===== src/rtl/eth_frame_encapsulator.sv =====
// eth_frame_encapsulator: buffers a payload and emits preamble, SFD, header, length, payload, pad, FCS and IFG.
module eth_frame_encapsulator #(
  parameter logic [47:0] DEST_MAC = 48'h023528fbdd66,
  parameter logic [47:0] SRC_MAC  = 48'h023528fbdd66,
  parameter int          WIDTH    = 8,
  parameter int          SIZE     = 64
) (
  input  logic             clk,
  input  logic             rst,
  input  logic             wr_en,
  input  logic [WIDTH-1:0] data_in,
  input  logic             buffer_ready,
  input  logic             eth_tx_en,
  output logic             full,
  output logic             busy,
  output logic [WIDTH-1:0] tx_data,
  output logic             tx_en,
  output logic             frame_done
);
  localparam int AW = $clog2(SIZE);
  typedef enum logic [3:0] {IDLE, PRE, SFD, DEST, SRC, LEN, PAY, PAD, FCS, IFG} state_t;
  state_t           state_q, state_d;
  logic [15:0]      cnt_q, cnt_d, nxt, count_q, len_q;
  logic [AW:0]      wr_q, rd_q;
  logic [WIDTH-1:0] mem [SIZE];
  logic             busy_q, push, pop;
  logic [31:0]      crc_q;

  function automatic logic [31:0] crc_next(input logic [31:0] c, input logic [7:0] d);
    logic [31:0] r;
    r = c ^ {24'h0, d};
    for (int i = 0; i < 8; i++) r = r[0] ? (r >> 1) ^ 32'hEDB88320 : r >> 1;
    return r;
  endfunction

  assign full       = (wr_q[AW] != rd_q[AW]) && (wr_q[AW-1:0] == rd_q[AW-1:0]);
  assign busy       = busy_q;
  assign push       = wr_en && !busy_q && !full;
  assign pop        = state_q == PAY;
  assign nxt        = cnt_q + 16'd1;
  assign tx_en      = !(state_q == IDLE || state_q == IFG);
  assign frame_done = state_q == IFG && cnt_q == 16'd11;

  // Asynchronous read keeps the head byte ready, so payload bytes stream back-to-back.
  always_comb begin
    tx_data = state_q == PRE  ? 8'h55 :
              state_q == SFD  ? 8'hD5 :
              state_q == DEST ? 8'(DEST_MAC >> {3'd5 - cnt_q[2:0], 3'b000}) :
              state_q == SRC  ? 8'(SRC_MAC >> {3'd5 - cnt_q[2:0], 3'b000}) :
              state_q == LEN  ? (cnt_q[0] ? len_q[7:0] : len_q[15:8]) :
              state_q == PAY  ? mem[rd_q[AW-1:0]] :
              state_q == FCS  ? 8'(~crc_q >> {cnt_q[1:0], 3'b000}) : 8'h00;
  end

  always_comb begin
    state_d = state_q;
    cnt_d   = nxt;
    case (state_q)
      IDLE: begin
        cnt_d = '0;
        if (busy_q && eth_tx_en) state_d = PRE;
      end
      PRE:  if (cnt_q == 16'd6) begin state_d = SFD; cnt_d = '0; end
      SFD:  begin state_d = DEST; cnt_d = '0; end
      DEST: if (cnt_q == 16'd5) begin state_d = SRC; cnt_d = '0; end
      SRC:  if (cnt_q == 16'd5) begin state_d = LEN; cnt_d = '0; end
      LEN:  if (cnt_q == 16'd1) begin state_d = len_q == 16'd0 ? PAD : PAY; cnt_d = '0; end
      // cnt keeps counting data bytes through PAD so payload+pad totals 46
      PAY:  if (nxt == len_q) begin
        state_d = nxt >= 16'd46 ? FCS : PAD;
        cnt_d   = nxt >= 16'd46 ? 16'd0 : nxt;
      end
      PAD:  if (nxt >= 16'd46) begin state_d = FCS; cnt_d = '0; end
      FCS:  if (cnt_q == 16'd3) begin state_d = IFG; cnt_d = '0; end
      IFG:  if (cnt_q == 16'd11) begin state_d = IDLE; cnt_d = '0; end
      default: begin state_d = IDLE; cnt_d = '0; end
    endcase
  end

  always_ff @(posedge clk) if (push) mem[wr_q[AW-1:0]] <= data_in;

  always_ff @(posedge clk or posedge rst) begin
    if (rst) begin
      state_q <= IDLE;
      cnt_q   <= '0;
      wr_q    <= '0;
      rd_q    <= '0;
      count_q <= '0;
      len_q   <= '0;
      busy_q  <= 1'b0;
      crc_q   <= '1;
    end else begin
      state_q <= state_d;
      cnt_q   <= cnt_d;
      if (push) begin
        wr_q    <= wr_q + {{AW{1'b0}}, 1'b1};
        count_q <= count_q + 16'd1;
      end
      if (pop) rd_q <= rd_q + {{AW{1'b0}}, 1'b1};
      if (buffer_ready && !busy_q) begin
        busy_q <= 1'b1;
        len_q  <= push ? count_q + 16'd1 : count_q;
      end
      if (frame_done) begin
        busy_q  <= 1'b0;
        count_q <= '0;
      end
      crc_q <= state_q == IDLE ? '1 :
               (state_q >= DEST && state_q <= PAD) ? crc_next(crc_q, tx_data) : crc_q;
    end
  end
endmodule


===== config.mk =====
export PLATFORM = sky130hd
export DESIGN_NAME = eth_frame_encapsulator
export DESIGN_NICKNAME = d
export VERILOG_FILES = /design/src/rtl/eth_frame_encapsulator.sv
export SDC_FILE = /design/constraint.sdc
export NUM_CORES = 1
export LEC_CHECK = 0
export ABC_CLOCK_PERIOD_IN_PS = 3700
export CAP_MARGIN = 15
export CORE_ASPECT_RATIO = 0.7
export CORE_MARGIN = 5
export CORE_UTILIZATION = 57
export DETAILED_ROUTE_END_ITERATION = 7
export PLACE_DENSITY_LB_ADDON = 0.25
export SLEW_MARGIN = 25
export SYNTH_ARGS = -nofsm -noshare
export SYNTH_HDL_FRONTEND = slang
export SYNTH_SLANG_ARGS = --single-unit

===== constraint.sdc =====
create_clock -name clk -period 3.7 [get_ports clk]
set_input_delay 0.555 -clock clk [delete_from_list [all_inputs] [get_ports clk]]
set_output_delay 0.555 -clock clk [all_outputs]
set_load 0.05 [all_outputs]

# Yosys cells after proc, flatten, opt, wreduce, memory -nomap -nowiden
# Memory sizes are Yosys's and may differ from the RTL's.
# Cells that the tools add are included.
# word_totals
register_bits	99
ramBits	512
n_memories	1
# mem_list
name	depth	word_bits	read_ports	rd_ports_with_merged_regs	wr	line_no	rtl
mem	64	8	1	0	1	25	logic [WIDTH-1:0] mem [SIZE];
# classes
n_bitwise	10
eq_ne	26
n_reduce_logical	17
mux	44
shift	2
order_cmp	3
addsub	5
# ops
operator	n
two-way mux 32 bit	10
two-way mux 16 bit	9
inverter 13 -> 14 bit	8
case mux 16 bit (7 select lines)	1
two-way mux 8 bit	8
>> shifter 42 x 6 -> 8 bit (first input constant)	1
two-way mux 4 bit	10
case mux 4 bit (10 select lines)	1
adder 16 x 1 -> 16 bit (second input constant)	2
== test 16 x 3 -> 1 bit (second input constant)	2
inverter 32 bit	1
>> shifter 32 x 5 -> 8 bit	1
XOR 32 x 8 -> 32 bit	1
== test 16 x 1 -> 1 bit (second input constant)	1
== test 16 bit	1
== test 16 x 2 -> 1 bit (second input constant)	1
== test 16 x 4 -> 1 bit (second input constant)	1
== test 4 x 3 -> 1 bit (second input constant)	4
>= comparator 16 x 6 -> 1 bit (second input constant)	1
zero test 16 bit	1
adder 7 x 1 -> 7 bit (second input constant)	2
!= test 2 x 1 -> 1 bit (second input constant)	7
AND reduction 9 bit	1
== test 4 x 2 -> 1 bit (second input constant)	2
other kinds (15)	30

# Longest topological paths before layout
# logic_depth
word_depth	28
ltp_mapped	15
mapped_depth_nobuf	12

# Least setup slack after synthesis
# Ideal clock, no wire load.
# synth_path
path_kind	register to register
startpoint	reg rd_q[1]
endpoint	mem mem[15][0], enable pin
arrival_time_ns	4.240
stages_incl_launch_ff	14
n_path_buf	6
required_time_ns	3.415
setup_slack_ns	-0.826
setup_ns	0.285
period_less_slack_ns	4.526
cell_sequence	dfrtp_1 -> buf_2 -> buf_6 -> buf_4 -> buf_2 -> buf_4 -> xnor2_1 -> nand4_1 -> nor4_1 -> nor3b_2 -> and2_1 -> clkbuf_1 -> nand3_1 -> nor2_1
# synth_via
elab_chain_cells	6
# synth_lines
item	line_no	rtl
start, declared	24	logic [AW:0] wr_q, rd_q;
start signal, assigned	99	if (pop) rd_q <= rd_q + {{AW{1'b0}}, 1'b1};
== test 6 bit	36	assign full = (wr_q[AW] != rd_q[AW]) && (wr_q[AW-1:0] == rd_q[AW-1:0]);
logical AND 1 bit	36	
net full	14	output logic full,
zero test 1 bit	38	assign push = wr_en && !busy_q && !full;
logical AND 1 bit	38	
two-way mux 1 bit	80	always_ff @(posedge clk) if (push) mem[wr_q[AW-1:0]] <= data_in;
two-way mux 1 bit (implied by the code)	80	
end, declared	25	
# The timed path passes the listed nets, and every way through them passes these cells.

# Worst setup path in the final report
# layout_path
startpoint	reg rd_q[0]
endpoint	reg crc_q[22]
# layout_via
elab_chain_cells	22
elab_cells_between_ends	23
classes_between	mux: 16; bitwise: 6; memory: 1
# layout_lines
item	line_no	rtl
memory (64 x 8 bit) (*)	-	
two-way mux 8 bit (*)	51	state_q == PAY ? mem[rd_q[AW-1:0]] :
two-way mux 8 bit (*)	50	state_q == LEN ? (cnt_q[0] ? len_q[7:0] : len_q[15:8]) :
two-way mux 8 bit (*)	49	state_q == SRC ? 8'(SRC_MAC >> {3'd5 - cnt_q[2:0], 3'b000}) :
two-way mux 8 bit (*)	48	state_q == DEST ? 8'(DEST_MAC >> {3'd5 - cnt_q[2:0], 3'b000}) :
two-way mux 8 bit (*)	47	state_q == SFD ? 8'hD5 :
two-way mux 8 bit (*)	46	tx_data = state_q == PRE ? 8'h55 :
XOR 32 x 8 -> 32 bit (*)	31	r = c ^ {24'h0, d};
(+4 left out)	-	
inverter 13 -> 14 bit (no line)	-	
two-way mux 32 bit (*) (2 in series)	32	for (int i = 0; i < 8; i++) r = r[0] ? (r >> 1) ^ 32'hEDB88320 : r >> 1;
inverter 13 -> 14 bit (no line)	-	
two-way mux 32 bit (*)	32	
inverter 13 -> 14 bit (no line)	-	
two-way mux 32 bit (*) (2 in series)	32	
two-way mux 32 bit (*)	109	(state_q >= DEST && state_q <= PAD) ? crc_next(crc_q, tx_data) : crc_q;
two-way mux 32 bit (*)	108	crc_q <= state_q == IDLE ? '1 :
end signal, assigned	108	
end, declared	27	logic [31:0] crc_q;
# Every way passes the cells marked *; elsewhere a longest branch is shown, timed or not. The select of a mux whose other input is x is not followed.
# A chain may end at the register's enable or synchronous reset.

==> flow_summary.yaml <==
run_status:
  status: "complete, but fails checks"
  violations: "negative setup slack"
detailed_routing:
  avgViaCountPerCell: 6.36
  vias: 16200
  ant_nets: 0
  drcViolationCount: 0
  drt_iter0_markers: 2192
  routed_wl_mm: 69.0
  routed_wire_length_per_instance_um: 27.1
  drt_first_pass_iters: 6
layout:
  fillCellCount: 3023
  layout.cells.non_filler: 2544
  mostFrequentLayoutCell: "edfxtp_1"
  areaGrowthSynthToFinish_pct: 19.7
  antennaDiodeCount: 0
  multi_input_area_sq_um: 8710
  register_area_sq_um: 17900
  finish.net_count: 1908
  final_cell_mix: "edfxtp_1, buf_4, nor2_1"
  final_layout_size_suffix_gt1_frac: 0.315
clocking:
  clock-sinks: 611
  worst_skew_pair.late_latency_ns: 0.61
  cts_hold_buf: 0
  htree_levels: 2
  root_buffer: "clkbuf_16"
  cts_max_path_buffers: 3
  numCtsBuffers: 56
  cts.clk_slew.worst_paths_ns: 0.06
  tritoncts: "built"
placement:
  placed_cells: 2401
  dpl.hpwl_mm: 45.0
  pre_cts_ws_ns: -0.0387
  gp_congestion: 0.946
  io_buffer_count: 24
setup_path:
  slowest_stage: "or4_4"
  cp_num_buf_inv: 3
  critPathMaxFanout: 4
  critical_path.max_stage_delay_ns: 0.64
  crit_path_end_kind: "register"
  crit_type: "reg2reg"
  path_delay_family: "compound AO/OA/AOI/OAI gates"
  rr_startpoint: "rd_q[0]"
  r2r_end: "crc_q[22]"
  cp.arrival_ns: 4.35
  crit_chain: "buf_12 > buf_4 > buf_8 > mux4_2 > a22o_1 > a211oi_2 > o32a_4 > nor3_2 > or4_4 > xnor2_4 > xor2_4 > xnor2_2 > a21oi_1"
  cp-start-kind: "register"
  reg2reg_depth: 13
  cp_data_required_time_ns: 4.19
  reg2reg_setup_slack_ns: -0.17
yosys:
  synth_edf_count: 512
  synth_ff_type: "edfxtp_1"
  syn_nets: 1677
  ys_types: 95
  async_flop_share: 0.162
  yosysSeqAreaShare: 0.670
  syn_area_per_cell_sq_um: 16.1
  synth_warnings: 0
  netlist_area_sq_um: 26700
  synthCells: 1654
  ys_ff_latch: 611
die:
  start_util: 0.575
  die_h_um: 191
  coreArea_sq_um: 46400
  die_width_um: 269
  die_area_sq_um: 51300
  pin_count: 25
  rows: 66
worst_hold_path:
  hold_class: "reg2reg"
  whs_endpoint: "wr_q[6]"
  hold_depth: 1
  hp-start: "wr_q[6]"
timing:
  fmax_ghz: 0.259
  skew_ns: 0.0209
  hold_ws_ns: 0.495
  maxSlewHeadroom: 0.300
  final_max_slew_viol_count: 0
  worstMarginPinSlew_ns: 1.05
  setup_ws_ns: -0.165
  fin_crit_sh: 1.04
  finalHoldViolations: 0
  rsz0062_at_grt: "true"
  setup_viol: 18
  fin_crit_ns: 3.87
power_and_ir_drop:
  powerDensity_nw_per_um2: 947
  p_switching_mw: 10.8
  p_sw_frac: 0.356
  internal-power_mw: 19.5
  vdd_drop_max_mv: 1.90
  seqPwrFrac: 0.277
  clkPwrFrac: 0.200
  leakage_nw: 11.0
  p_comb_frac: 0.523
run:
  max-cap-violations: 0
grt:
  grt_max_degree: 69
  antenna_found_initial: 1
  grt_overflow_total: 0
  grt_first_pass_wirelength_mm: 103
  grt_pass1_vias: 15900
  grt_usage: 0.270
==> logic make-up after synthesis <==
kind of cell | Yosys count | synth area share
adders and majority gates | 11 | 0.00506
and+or+nand+nor | 388 | 0.0708
DFF | 611 | 0.670
AOI/OAI and AO/OA | 200 | 0.0519
muxes | 201 | 0.131
xor gates and xnor gates | 133 | 0.0491
buffers and inverters | 110 | 0.0220
==> worst reg2reg max path, stage by stage, from the launching register on <==
cell      delay, ns
dfrtp_4        0.52
buf_12         0.15
buf_4          0.13
buf_8          0.12
mux4_2         0.43
a22o_1         0.29
a211oi_2       0.35
o32a_4         0.24
nor3_2         0.04
or4_4          0.64
xnor2_4        0.36
xor2_4         0.26
xnor2_2        0.14
a21oi_1        0.09
==> final cells by class <==
| cell class | instances | share of cell area |
|---|---|---|
| clock inverter | 32 | 0.0110 |
| inverter | 16 | 0.00211 |
| timing repair buffer | 267 | 0.0801 |
| sequential | 611 | 0.560 |
| multi-input combinational | 933 | 0.273 |
| tap | 612 | 0.0240 |
| clock buffer | 73 | 0.0498 |
==> per-stage QoR <==
stage | setup TNS, ns | instance area, sq um | util | total power [mW]
global placement | -0.0823 | 28900 | 0.623 | 21.3
global route | -4.23 | 32000 | 0.689 | 31.7
finish | -1.30 | 32000 | 0.689 | 30.3
CTS | -0.475 | 31500 | 0.679 | 28.4
floorplan | 0 | 26700 | - | 16.9
detailed placement | -0.217 | 28900 | 0.623 | 21.4
==> cell usage after synthesis (12+ instances only) <==
cell      instances  area (sq um)
mux4_2          100          2250
a21oi_1          50           250
nand3_1          31           155
xor2_1           35           307
clkbuf_1         40           150
edfxtp_1        512         15400
nor4_1           12          75.1
nor2_1          167           627
dfstp_2          32           841
mux2i_1          80           801
nor2b_1          15          93.8
nand2_1          67           251
a22oi_1          19           143
buf_2            23           115
o21ai_0          37           185
mux4_1           13           342
buf_4            13          97.6
xnor2_1          84           736
dfrtp_1          67          1680
inv_1            15          56.3
nor3_1           21           105
a22o_1           12           105
==> metal layers <==
layer | vias to the layer above | track usage | part of all wire
met4 | 2 | 0.0662 | 0.023
li1 | 6875 | - | -
met5 | - | 0 | 0.00016
met1 | 8253 | 0.434 | 0.43
met2 | 944 | 0.364 | 0.42
met3 | 109 | 0.0794 | 0.13
==> sequential cells by signal, indices dropped and copies added, names as in the netlist <==
signal	count
count_q	16
busy	1
len_q	16
wr_q	7
state_q	4
rd_q	7
mem	512
cnt_q	16
crc_q	32
==> worst max path at each step <==
stage	start	end	slack, ns	cells past startpoint
3_5_place_dp	rd_q[0]	crc_q[27]	-0.04	11
6_report	rd_q[0]	crc_q[22]	-0.17	13
3_3_place_gp	rd_q[0]	crc_q[24]	-0.03	12
4_1_cts	rd_q[0]	tx_data[1]	-0.1	11
2_1_floorplan	rd_q[0]	crc_q[24]	0.03	14
5_1_grt	rd_q[0]	crc_q[22]	-0.26	13
==> timing repair <==
action	in CTS	in global routing
endpoints found under the hold margin	0	0
endpoints found under the setup margin	24	45
pin swaps	30	48
setup buffers	25	16
gates resized for setup	69	70
cloned	3	0
==> power groups by stage <==
stage	combinational (mW)	clock (mW)	sequential, mW
after floorplan	8.67	0	8.26
after global placement	12.8	0	8.51
after detailed placement	12.9	0	8.52
after CTS	13.9	6.14	8.35
after global routing	16.8	6.44	8.41
final	15.8	6.06	8.38
Power figures use the tool's default switching activity.
==> RTL edit, RTL diff (config.mk and constraints unchanged) <==
The parameter `SIZE` goes from 64 to 128.
--- a/src/rtl/eth_frame_encapsulator.sv
+++ b/src/rtl/eth_frame_encapsulator.sv
@@ -4,5 +4,5 @@
   parameter logic [47:0] SRC_MAC  = 48'h023528fbdd66,
   parameter int          WIDTH    = 8,
-  parameter int          SIZE     = 64
+  parameter int          SIZE     = 128
 ) (
   input  logic             clk,
Function: no difference found for any inputs over 4 cycles, from zero or initial values and one cycle with rst high; that may be too few to reach the edited logic, so the function may still have changed.
==> RTL edit against the original RTL <==
The flow still finishes with violations (setup timing). Critical path depth shrank 1. Power rose by 65%. Sequential cell count rose by 514. Wire length grew 90%. Setup slack worse by 0.34 ns. Area after synthesis increased by 78%. Highest routed layer is now met4. Critical path type is now reg -> out. Core utilization is 0.36 points higher. Cell area is 79% higher.
==> RTL edit: results (changes against the original RTL) <==
<table>
<tr><th>Metric</th><th>Value</th></tr>
<tr><th colspan="2">Timing</th></tr>
<tr><td>Number of endpoints failing setup at the final stage</td><td>36 (+18)</td></tr>
<tr><td>Setup TNS</td><td>-8.74 ns (-7.44 ns)</td></tr>
<tr><td>Transition time at the pin with the least slew margin</td><td>1.11 ns (+0.0608 ns)</td></tr>
<tr><td>Least setup slack across all paths after layout</td><td>-0.504 ns (-0.338 ns)</td></tr>
<tr><td>Setup skew after layout</td><td>0.0438 ns (+0.0229 ns)</td></tr>
<tr><th colspan="2">CTS</th></tr>
<tr><td>TritonCTS buffer count</td><td>101 (+80%)</td></tr>
<tr><td>H-Tree Depth</td><td>3 (+1)</td></tr>
<tr><td>Clock insertion delay at the later pin of the skew report</td><td>0.70 ns (+0.09 ns)</td></tr>
<tr><th colspan="2">GRT</th></tr>
<tr><td>Via count of the first global-routing pass</td><td>27,200 (+71%)</td></tr>
<tr><td>GRT Overall Usage</td><td>29.1% (+2.1 points)</td></tr>
<tr><td>Global routing met3 resource utilization</td><td>9.53% (+1.6 points)</td></tr>
<tr><th colspan="2">Route</th></tr>
<tr><td>Drt via density</td><td>6.52 (+2.4%)</td></tr>
<tr><td>Wl on met1</td><td>52,800 um (+78%)</td></tr>
<tr><td>Sum of met2 wire segment lengths after detailed routing</td><td>57,500 um (+98%)</td></tr>
<tr><td>Highest metal layer with signal wires</td><td>met4</td></tr>
<tr><td>Routed wire length on met3</td><td>17,600 um (+100%)</td></tr>
<tr><th colspan="2">Placed design</th></tr>
<tr><td>Routability Congestion</td><td>1.00 (+5.8%)</td></tr>
<tr><td>DPL Wire Length</td><td>85,600 um (+90%)</td></tr>
<tr><th colspan="2">Power</th></tr>
<tr><td>IR Drop Worst-Case VDD</td><td>1090 uV (-42%)</td></tr>
<tr><th colspan="2">Run status</th></tr>
<tr><td>Result of the run</td><td>finished with violations</td></tr>
<tr><td>Violations in the final reports</td><td>setup timing</td></tr>
<tr><th colspan="2">Synthesis</th></tr>
<tr><td>Post-synthesis instance total</td><td>2,616 (+58%)</td></tr>
<tr><td>Fraction of synthesis flops using an asynchronous set or reset pin</td><td>8.98% (-7.2 points)</td></tr>
<tr><td>Sequential area share after synthesis</td><td>70.2% (+3.1 points)</td></tr>
<tr><td>Most instantiated cells after synthesis</td><td>1,024 x edfxtp_1, 236 x nor2_1, 163 x mux4_2, 156 x mux2i_1, 100 x nand2_1</td></tr>
<tr><th colspan="2">Critical path</th></tr>
<tr><td>Largest fanout of any net on the critical path</td><td>7 (+3)</td></tr>
<tr><td>Arrival time reported for the critical path endpoint</td><td>3.65 ns (-0.70 ns)</td></tr>
<tr><th colspan="2">Final layout</th></tr>
<tr><td>Layout cell share with drive strength beyond 1</td><td>34.5% (+3.0 points)</td></tr>
</table>
==> RTL edit: changes by cell type after synthesis, sizes merged, moves of 19 or more <==
| cell | before | now |
|---|---|---|
| edfxtp | 512 | 1024 |
| mux4 | 113 | 209 |
| mux2i | 81 | 156 |
| nor2 | 167 | 237 |
| nand2 | 67 | 100 |
| clkbuf | 42 | 71 |
| a22oi | 21 | 47 |
| buf | 52 | 76 |
| xnor2 | 89 | 65 |
| mux2 | 7 | 26 |
==> RTL edit: worst max-delay path, cell delays in order, from the launching register on <==
cell and delay, ns:
dfrtp_4 0.52, buf_12 0.17, buf_12 0.15, buf_4 0.16
mux2i_1 0.35, a2111oi_0 0.19, and3_1 0.23, a2111oi_2 0.35
buf_4 0.20, o311a_4 0.25, a2111oi_4 0.06, buf_4 0.18
buf_12 0.14
==> RTL edit: worst paths after layout <==
path	start	to	slack, ns	cells after the start
worst min register to register	wr_q[7]	wr_q[7]	0.50	1
max in group asynchronous	rst	cnt_q[9]	2.64	3
worst max-delay path	rd_q[0]	tx_data[1]	-0.50	12
min in group asynchronous	rst	rd_q[6]	0.35	2
worst min-delay path	data_in[5]	mem[29][5]	0.34	1
worst max register to register	rd_q[0]	crc_q[17]	-0.34	17
==> RTL edit: stage by stage <==
| step | setup WS [ns] | hold WS, ns | area (um^2) |
|---|---|---|---|
| after floorplan | -0.0340 | 0.460 | 47600 |
| after global placement | -0.400 | 0.475 | 51600 |
| after detailed placement | -0.458 | 0.479 | 51600 |
| after CTS | -0.522 | 0.295 | 56300 |
| after global routing | -0.557 | 0.319 | 57100 |
| final | -0.504 | 0.340 | 57100 |
==> RTL edit: cells by family after synthesis <==
family	count (synthesis)	share of synthesized area, %
buf+inv	165	2.77
flops	1125	70.2
fa+ha+maj	10	0.263
compound gates	276	4.09
simple gates	518	5.02
xor+xnor	131	3.51
mux	391	14.2
==> RTL edit: what timing repair did <==
item | 4_1_cts | 5_1_grt
pin swaps | 55 | 48
gates cloned | 9 | 2
hold buffers | 0 | 0
endpoints found under the hold margin | 0 | 0
gates resized for setup | 164 | 119
setup endpoints to repair | 46 | 142
setup buffers | 51 | 32
==> RTL edit: area by class of cell <==
type,count,share of cell area [%]
Multi-Input combinational cell,1326,24.2
Tap cell,1080,2.37
Clock inverter,65,1.24
Timing Repair Buffer,527,8.95
Sequential cell,1125,58.4
Clock buffer,123,4.72
Inverter,18,0.132
Antenna cell,1,0.00438
==> RTL edit: report_power, final <==
part	total, W	switching [W]	internal, W
Sequential	0.0147	0.000377	0.0143
Combinational	0.0245	0.0114	0.0131
Clock	0.0108	0.00477	0.00600
